## src/rtl/cpu_pkg.sv

```systemverilog
// Shared fetch-stage definitions: state encoding, instruction width and
// the branch/jump offset field positions within an instruction word.
package cpu_pkg;

    localparam int INSTR_W     = 16;
    localparam int BR_OFF_MSB  = 7;
    localparam int JMP_OFF_MSB = 10;

    localparam logic [INSTR_W-1:0] NOP_INSTR = 16'h0000;

    typedef enum logic [1:0] {
        FS_LOAD = 2'b00,
        FS_RUN  = 2'b01,
        FS_HALT = 2'b10
    } fetch_state_t;

endpackage

```

## src/rtl/next_pc_sel.sv

```systemverilog
// Next-PC priority mux: halt hold, branch, label jump, Rm, Rd, sequential.
// All arithmetic is done at instruction width and truncated to the PC width.
module next_pc_sel
    import cpu_pkg::*;
#(
    parameter int PW = 8
) (
    input  logic [PW-1:0]      pc,
    input  logic [INSTR_W-1:0] instr,
    input  logic               branch,
    input  logic               flag_label_pc,
    input  logic               flag_rm_pc,
    input  logic               flag_rd_pc,
    input  logic               flag_hlt,
    input  logic [INSTR_W-1:0] rm_data,
    input  logic [INSTR_W-1:0] rd_data,
    output logic [PW-1:0]      next_pc,
    output logic [PW-1:0]      pc_plus1
);

    logic [INSTR_W-1:0] pc_ext;
    logic [INSTR_W-1:0] seq_pc;
    logic [INSTR_W-1:0] br_off;
    logic [INSTR_W-1:0] jmp_off;
    logic [INSTR_W-1:0] sel;
    logic               unused_bits;

    always_comb begin
        pc_ext  = INSTR_W'(pc);
        seq_pc  = pc_ext + INSTR_W'(1);
        br_off  = {{(INSTR_W-1-BR_OFF_MSB){instr[BR_OFF_MSB]}}, instr[BR_OFF_MSB:0]};
        jmp_off = {{(INSTR_W-1-JMP_OFF_MSB){instr[JMP_OFF_MSB]}}, instr[JMP_OFF_MSB:0]};
        if (flag_hlt)
            sel = pc_ext;
        else if (branch)
            sel = seq_pc + br_off;
        else if (flag_label_pc)
            sel = seq_pc + jmp_off;
        else if (flag_rm_pc)
            sel = rm_data;
        else if (flag_rd_pc)
            sel = rd_data;
        else
            sel = seq_pc;
    end

    // Upper bits wrap away silently: the PC is modulo the memory depth.
    assign next_pc     = sel[PW-1:0];
    assign pc_plus1    = seq_pc[PW-1:0];
    assign unused_bits = ^{sel, seq_pc, instr[INSTR_W-1:JMP_OFF_MSB+1]};

endmodule

```

## src/rtl/instruction_fetch.sv

```systemverilog
// Instruction fetch: program load port, instruction memory, PC and run/halt FSM.
// Define FETCH_PERF_EN to add the instr_count / taken_count performance counters.
//
// state   | meaning
// FS_LOAD | streaming program words into imem, load_ready high
// FS_RUN  | presenting imem[PC] each cycle, core enabled
// FS_HALT | stopped after flag_HLT, waiting for rerun or a new program
module instruction_fetch
    import cpu_pkg::*;
#(
    parameter int  DEPTH    = 256,
    parameter int  RESET_PC = 0,
    localparam int PW       = $clog2(DEPTH)
) (
    input  logic               CLK,
    input  logic               RST,
    input  logic               load_valid,
    input  logic [INSTR_W-1:0] load_data,
    input  logic               load_last,
    output logic               load_ready,
    input  logic               rerun,
    input  logic               BRANCH,
    input  logic               flag_label_PC,
    input  logic               flag_Rm_PC,
    input  logic               flag_Rd_PC,
    input  logic               flag_HLT,
    input  logic [INSTR_W-1:0] Rm_data,
    input  logic [INSTR_W-1:0] Rd_data,
    output logic [INSTR_W-1:0] Instruction,
    output logic [PW-1:0]      PC,
    output logic [PW-1:0]      PC_plus1,
    output logic               core_en,
    output logic [1:0]         state
`ifdef FETCH_PERF_EN
    ,
    output logic [15:0]        instr_count,
    output logic [15:0]        taken_count
`endif
);

    fetch_state_t       state_q, state_d;
    logic [PW-1:0]      pc_d, wr_ptr, wr_ptr_d, next_pc, mem_addr;
    logic               mem_we;
    logic [INSTR_W-1:0] imem [DEPTH];

    next_pc_sel #(.PW(PW)) u_next_pc_sel (
        .pc            (PC),
        .instr         (Instruction),
        .branch        (BRANCH),
        .flag_label_pc (flag_label_PC),
        .flag_rm_pc    (flag_Rm_PC),
        .flag_rd_pc    (flag_Rd_PC),
        .flag_hlt      (flag_HLT),
        .rm_data       (Rm_data),
        .rd_data       (Rd_data),
        .next_pc       (next_pc),
        .pc_plus1      (PC_plus1)
    );

    always_ff @(posedge CLK) begin
        if (RST) begin
            state_q <= FS_LOAD;
            PC      <= PW'(RESET_PC);
            wr_ptr  <= '0;
        end else begin
            state_q <= state_d;
            PC      <= pc_d;
            wr_ptr  <= wr_ptr_d;
        end
    end

    // Memory is deliberately not reset; a reload simply overwrites it.
    always_ff @(posedge CLK) begin
        if (mem_we && !RST)
            imem[mem_addr] <= load_data;
    end

    always_comb begin
        state_d  = state_q;
        pc_d     = PC;
        wr_ptr_d = wr_ptr;
        mem_we   = 1'b0;
        mem_addr = wr_ptr;
        case (state_q)
            FS_LOAD: begin
                if (load_valid) begin
                    mem_we   = 1'b1;
                    wr_ptr_d = wr_ptr + PW'(1);
                    if (load_last || wr_ptr == PW'(DEPTH - 1)) begin
                        state_d  = FS_RUN;
                        pc_d     = PW'(RESET_PC);
                        wr_ptr_d = '0;
                    end
                end
            end
            FS_RUN: begin
                pc_d = next_pc;
                if (flag_HLT)
                    state_d = FS_HALT;
            end
            FS_HALT: begin
                if (load_valid) begin
                    mem_we   = 1'b1;
                    mem_addr = '0;
                    if (load_last) begin
                        state_d  = FS_RUN;
                        pc_d     = PW'(RESET_PC);
                        wr_ptr_d = '0;
                    end else begin
                        state_d  = FS_LOAD;
                        wr_ptr_d = PW'(1);
                    end
                end else if (rerun) begin
                    state_d = FS_RUN;
                    pc_d    = PW'(RESET_PC);
                end
            end
            default: begin
                state_d  = FS_LOAD;
                pc_d     = PW'(RESET_PC);
                wr_ptr_d = '0;
            end
        endcase
    end

    always_comb begin
        core_en     = (state_q == FS_RUN);
        load_ready  = (state_q != FS_RUN);
        Instruction = (state_q == FS_RUN) ? imem[PC] : NOP_INSTR;
        state       = state_q;
    end

`ifdef FETCH_PERF_EN
    logic perf_clear, taken;

    // Any entry into RUN that came with a fresh program restarts the counts.
    assign perf_clear = (state_d == FS_RUN) &&
                        ((state_q == FS_LOAD) || (state_q == FS_HALT && load_valid));
    assign taken = (BRANCH || flag_label_PC || flag_Rm_PC || flag_Rd_PC) && !flag_HLT;

    always_ff @(posedge CLK) begin
        if (RST || perf_clear) begin
            instr_count <= '0;
            taken_count <= '0;
        end else if (state_q == FS_RUN) begin
            if (instr_count != 16'hFFFF)
                instr_count <= instr_count + 16'd1;
            if (taken && taken_count != 16'hFFFF)
                taken_count <= taken_count + 16'd1;
        end
    end
`endif

endmodule

```

## config.mk

```make
export PLATFORM = sky130hd
export DESIGN_NAME = instruction_fetch
export DESIGN_NICKNAME = d
export VERILOG_FILES = /design/src/rtl/cpu_pkg.sv /design/src/rtl/next_pc_sel.sv /design/src/rtl/instruction_fetch.sv
export SDC_FILE = /design/constraint.sdc
export NUM_CORES = 2
export LEC_CHECK = 0
export BUFFER_PORTS_ARGS = -buffer_cell sky130_fd_sc_hd__clkbuf_2
export CORE_MARGIN = 2
export CORE_UTILIZATION = 27
export CTS_CLUSTER_DIAMETER = 30
export DETAILED_ROUTE_END_ITERATION = 8
export SLEW_MARGIN = 30
export SYNTH_ARGS = -nofsm -noshare
export SYNTH_HDL_FRONTEND = slang
export SYNTH_SLANG_ARGS = --single-unit
```

## constraint.sdc

```tcl
create_clock -name CLK -period 6.6 [get_ports CLK]
set_clock_uncertainty 0.15 [all_clocks]
set_input_delay 1.32 -clock CLK [delete_from_list [all_inputs] [get_ports CLK]]
set_output_delay 1.32 -clock CLK [all_outputs]
set_load 0.02 [all_outputs]
```

=== Word-level counts from Yosys, hierarchy flattened ===
Memory sizes are Yosys's and may differ from the RTL's. A register that Yosys moved wholly into a read port is not among the register bits.
Index checks and enable logic that the tools add are counted.
W data, S select, Z words.

* Add/sub/neg operators: 4
* Bitwise operators: 1
* Multipliers: 0
* Eq/ne operators: 11
* Shift operators: 0
* Multiplexer cells: 32
* Magnitude comparators: 0
* Divide/modulo/power cells: 0
* Reductions and logical operators: 8

{| class="wikitable"
|+ Operator list
! cell !! count
|-
| $mux W8 || 17
|-
| $pmux W8 S3 || 2
|-
| $add A8 B1 Y8 const B || 2
|-
| $add A8 B8 Y8 || 2
|-
| $mux W16 || 1
|-
| $mux W2 || 5
|-
| $ne A2 B2 Y1 const B || 5
|-
| $eq A8 B8 Y1 const B || 1
|-
| $mux W1 || 6
|-
| $ne A3 B3 Y1 const B || 2
|-
| $pmux W2 S3 || 1
|-
| $reduce_and A5 Y1 || 1
|-
| $reduce_and A4 Y1 || 1
|-
| $reduce_and A3 Y1 || 1
|-
| $eq A2 B1 Y1 const B || 1
|-
| $eq A2 B2 Y1 const B || 1
|-
| $logic_not A2 Y1 || 1
|-
| $ne A2 B1 Y1 const B || 1
|-
| $reduce_or A2 Y1 || 1
|-
| $logic_and A1 B1 Y1 || 1
|-
| $logic_not A1 Y1 || 1
|-
| $logic_or A1 B1 Y1 || 1
|-
| $not A1 Y1 || 1
|}

* ROM bits: 0
* Input bits: 58
* Memories kept: 1
* Register bits after elaboration: 18
* Bits in writable memories: 4096
* Bits in latches: 0

{| class="wikitable"
|+ Memory list
! name !! words !! bits a word !! rd ports !! clocked after Yosys merged registers in !! wr ports !! RTL line !! text
|-
| imem || 256 || 16 || 1 || 1 || 1 || instruction_fetch.sv:44 || <nowiki>logic [INSTR_W-1:0] imem [DEPTH];</nowiki>
|}

=== Depth between registers and ports, before layout ===
* Word-level depth: 9
* Mapped depth: 21

=== Modules after synthesis ===
From an unflattened synthesis, not the netlist that was laid out.

* Cells, all modules: 7742
* Area total of the unflattened synthesis: 160437.6 um2

{| class="wikitable"
|+ Modules (own cells, without submodules)
! module !! sequential area each (um2) !! instances !! cells each !! area an instance (um2)
|-
| instruction_fetch || 123518.5 || 1 || 7629 || 159658.1
|-
| next_pc_sel || 0.0 || 1 || 113 || 779.5
|}

=== Least setup slack after synthesis ===
OpenSTA, ideal clock, no wires.

* Path type: register to register
* Start point: reg with a tool-made name
* End point: reg PC[6]
* Slack: 1.703 ns
* Required time: 6.318 ns
* Setup time: 0.132 ns
* Clock period less this slack: 4.897 ns
* Data arrival time: 4.614 ns
* Stages on the path, launching flop included: 22
* Cells stage by stage: dfxtp_1 -> clkbuf_1 -> buf_2 -> buf_2 -> clkbuf_1 -> clkbuf_1 -> mux4_2 -> mux4_2 -> mux4_2 -> mux2i_1 -> a211oi_1 -> ha_1 -> inv_1 -> fa_1 -> nor2b_1 -> o21ai_0 -> a21boi_0 -> o21ai_0 -> a21boi_0 -> o31ai_1 -> a22oi_1 -> nor2_1

{| class="wikitable"
|+ RTL lines
! element !! RTL line !! text
|-
| end signal: assignment || instruction_fetch.sv:63 || <nowiki>PC <= PW'(RESET_PC);</nowiki>
|-
| end signal: assignment || instruction_fetch.sv:67 || <nowiki>PC <= pc_d;</nowiki>
|-
| end: declaration || instruction_fetch.sv:30 || <nowiki>output logic [PW-1:0] PC,</nowiki>
|}

==> results.yml <==
cts:
  clk-insertion-delay-late_ns: 1.07
  cts_hold_buffers: 0
  cts_max_level: 6
  cts-root-buf: "clkbuf_16"
  clk_pin_slew_worst_paths_ns: 0.05
  numCtsBuffers: 742
  cts.sink_count: 4122
  clockBufferDepth: 4
  cts_tree: "yes"
global_routing:
  grt_pass1_wl_um: 584100
  overflow: 0
  grt_pass1_vias: 77894
  grt_max_degree: 178
  antenna_found_initial: 31
  track_usage: 0.1353
timing:
  max-slew-margin-rel: 0.2229
  setup-tns-final_ns: 0
  final-hold-violation-count: 0
  fmax_mhz: 153.0
  final_min_period_over_clock_period: 0.9904
  worst_pin_slew_ns: 1.166
  rsz0062_at_grt: "yes"
  drv_slew: 0
  fin_ws_ns: 0.06358
  final-setup-viol-count: 0
  min_period_ns: 6.536
die:
  boundaryPins: 94
  die_w_um: 769.9
  initial_core_util: 0.2707
  rows: 281
  core_sq_mm: 0.5850
  fp.dieArea_sq_mm: 0.5927
  die_h_um: 769.9
synthesis:
  synth_most_common_cell: "edfxtp_1"
  synth.avg_cell_area_sq_um: 24.61
  yosys_warnings: 0
  synth_seq_area_share: 0.7799
  async_flop_share: 0
  synth_area_leaders: "edfxtp_1 (78%), mux4_2 (19%), nor2_1 (0.70%)"
  synth_seq_cells: 4122
  synthSimpleGateAreaFrac: 0.01168
  synth_mux_area_frac: 0.1908
  synth_fp_nets: 6503
  synth_edf_count: 4096
  synth_flop_cell: "edfxtp_1"
  synth_top_family_by_area: "multiplexers"
  synth_cell_type_count: 54
  yosysTopAreaCellShare: 0.7766
  synth_area_sq_mm: 0.1584
  synth_adder_area_share: 0.0008374
  netlist_instances: 6435
  synth_xor_xnor_area_share: 0.0008295
  synth.largest_area_cell: "edfxtp_1"
  synthTopCellsByCount: "edfxtp_1 (4,096), mux4_2 (1,318), nor2_1 (294)"
  synth_compound_area_frac: 0.004993
critical_path:
  crit_type: "reg -> out"
  slowest_delay_ns: 0.70
  critPathLaunchType: "flop"
  path_buf_inv: 6
  worst_path_most_repeated_cell: "mux4_2"
  path_max_fanout: 13
  crit_path_end_kind: "primary output"
  cp.arrival_ns: 5.07
  cp_slowest_cell: "mux4_2"
  path_cells: "buf_12, buf_16, buf_16, clkbuf_16, mux4_2, mux4_2, mux4_2, nor2b_4, a211oi_1, a211oi_1, buf_4, clkbuf_2"
  cp.required_ns: 5.13
  crit_family: "multiplexers"
final_layout:
  nNetsFinal: 7478
  fin_cells: 15840
  drive_gt1_frac: 0.4000
  area_growth_pct: 25.11
  fin_area_sq_mm: 0.1981
  fin_util: 0.3387
placement:
  port-buffer-count: 77
  dp_hpwl_um: 240300
  pre_cts_ws_ns: 0.3393
  finalWeightedCongestion: 0.8093
  place_inst: 14395
  placed_area_sq_mm: 0.1714
detailed_routing:
  dr_wl_met2_um: 201900
  ant_nets: 0
  dr.pass1.iters: 6
  avgRoutedWirePerCell_um: 26.12
  viasPerCell: 4.769
  wirelength_um: 413800
  post-route-drc-count: 0
  route.vias.total: 75546
  drt_iter0_markers: 9372
  met1_length_um: 162900
  met3WireLength_um: 35940
  highest_layer: "met5"
hold_path:
  hold_path.class: "reg -> reg"
power_and_ir_drop:
  p_leak_nw: 60.35
  irDropWorstVdd_mv: 0.2661
  power_density_mw_per_mm2: 345.2
run:
  max_cap_violations: 0
outcome:
  outcome: "finished clean"
final timing paths:
kind | start | end | slack [ns] | cells after the start
hold / removal | wr_ptr[1] | wr_ptr[1] | 0.40 | 2
setup reg to reg | flop | flop | 0.65 | 21
hold reg to reg | wr_ptr[1] | wr_ptr[1] | 0.40 | 2
setup / recovery | flop | Instruction[5] | 0.06 | 12
cell usage in the layout, fill, tap and decap left out, drive strengths merged, types with 55 or more instances in the layout:
master and instances:
clkinv 276, clkinvlp 98, mux4 1318, nand2 55, edfxtp 4096, nor2 294
inv 89, bufinv 88, clkbuf 910, buf 511
layer usage:
| metal | vias to the layer above | global-route usage |
|---|---|---|
| li1 | 30207 | - |
| met1 | 41084 | 0.1776 |
| met2 | 3583 | 0.2229 |
| met3 | 662 | 0.03112 |
| met4 | 10 | 0.04251 |
| met5 | - | 0 |
state kept, by name, indices dropped and copies added, names as in the netlist, named ones only:
name,flops
PC,8
state,2
imem,4096
wr_ptr,8
layout make-up:
class,instances,area (sq um)
Fill cell,53605,386900
Clock buffer,841,19240
Timing Repair Buffer,588,5811
Antenna cell,13,32.53
Clock inverter,538,6225
Tap cell,7782,9737
Inverter,13,51.30
Multi-Input combinational cell,1943,33510
Sequential cell,4122,123500
per-stage QoR:
| stage | hold slack (ns) | power, mW |
|---|---|---|
| after global routing | 0.4289 | 70.24 |
| after detailed placement | 0.3799 | 30.90 |
| after floorplan | 0.3315 | 30.03 |
| after CTS | 0.3842 | 68.86 |
| final | 0.3997 | 68.39 |
| after global placement | 0.3689 | 30.83 |
cell families after synthesis:
logic type / count (synthesis)
compound gates: 113
xor+xnor: 15
fa+ha+maj: 10
buf+inv: 370
flops: 4122
mux: 1369
simple gates: 436
power by group:
| group | leakage [nW] | switching (mW) | internal [mW] | total, mW |
|---|---|---|---|---|
| Sequential | 37.0 | 0.0141 | 28.9 | 28.9 |
| Clock | 12.1 | 13.3 | 24.6 | 37.9 |
| Combinational | 11.2 | 1.02 | 0.574 | 1.60 |
| Total | 60.4 | 14.4 | 54.0 | 68.4 |
worst reg2reg max path: cells and delay by family, from the launching register on:
| family | cells | cell delay (ns) |
|---|---|---|
| simple gates | 3 | 0.59 |
| compound gates | 6 | 1.33 |
| mux | 4 | 2.03 |
| xor+xnor | 1 | 0.17 |
| buf+inv | 6 | 0.97 |
| fa+ha+maj | 1 | 0.28 |
| flops | 1 | 0.36 |
timing repair:
| item | CTS | global route |
|---|---|---|
| setup endpoints to repair | 15 | 9 |
| gates cloned | 10 | 5 |
| pin swaps | 1 | 2 |
| resized for setup | 49 | 15 |
| setup buffers | 17 | 14 |
Power figures use the tool's default switching activity.
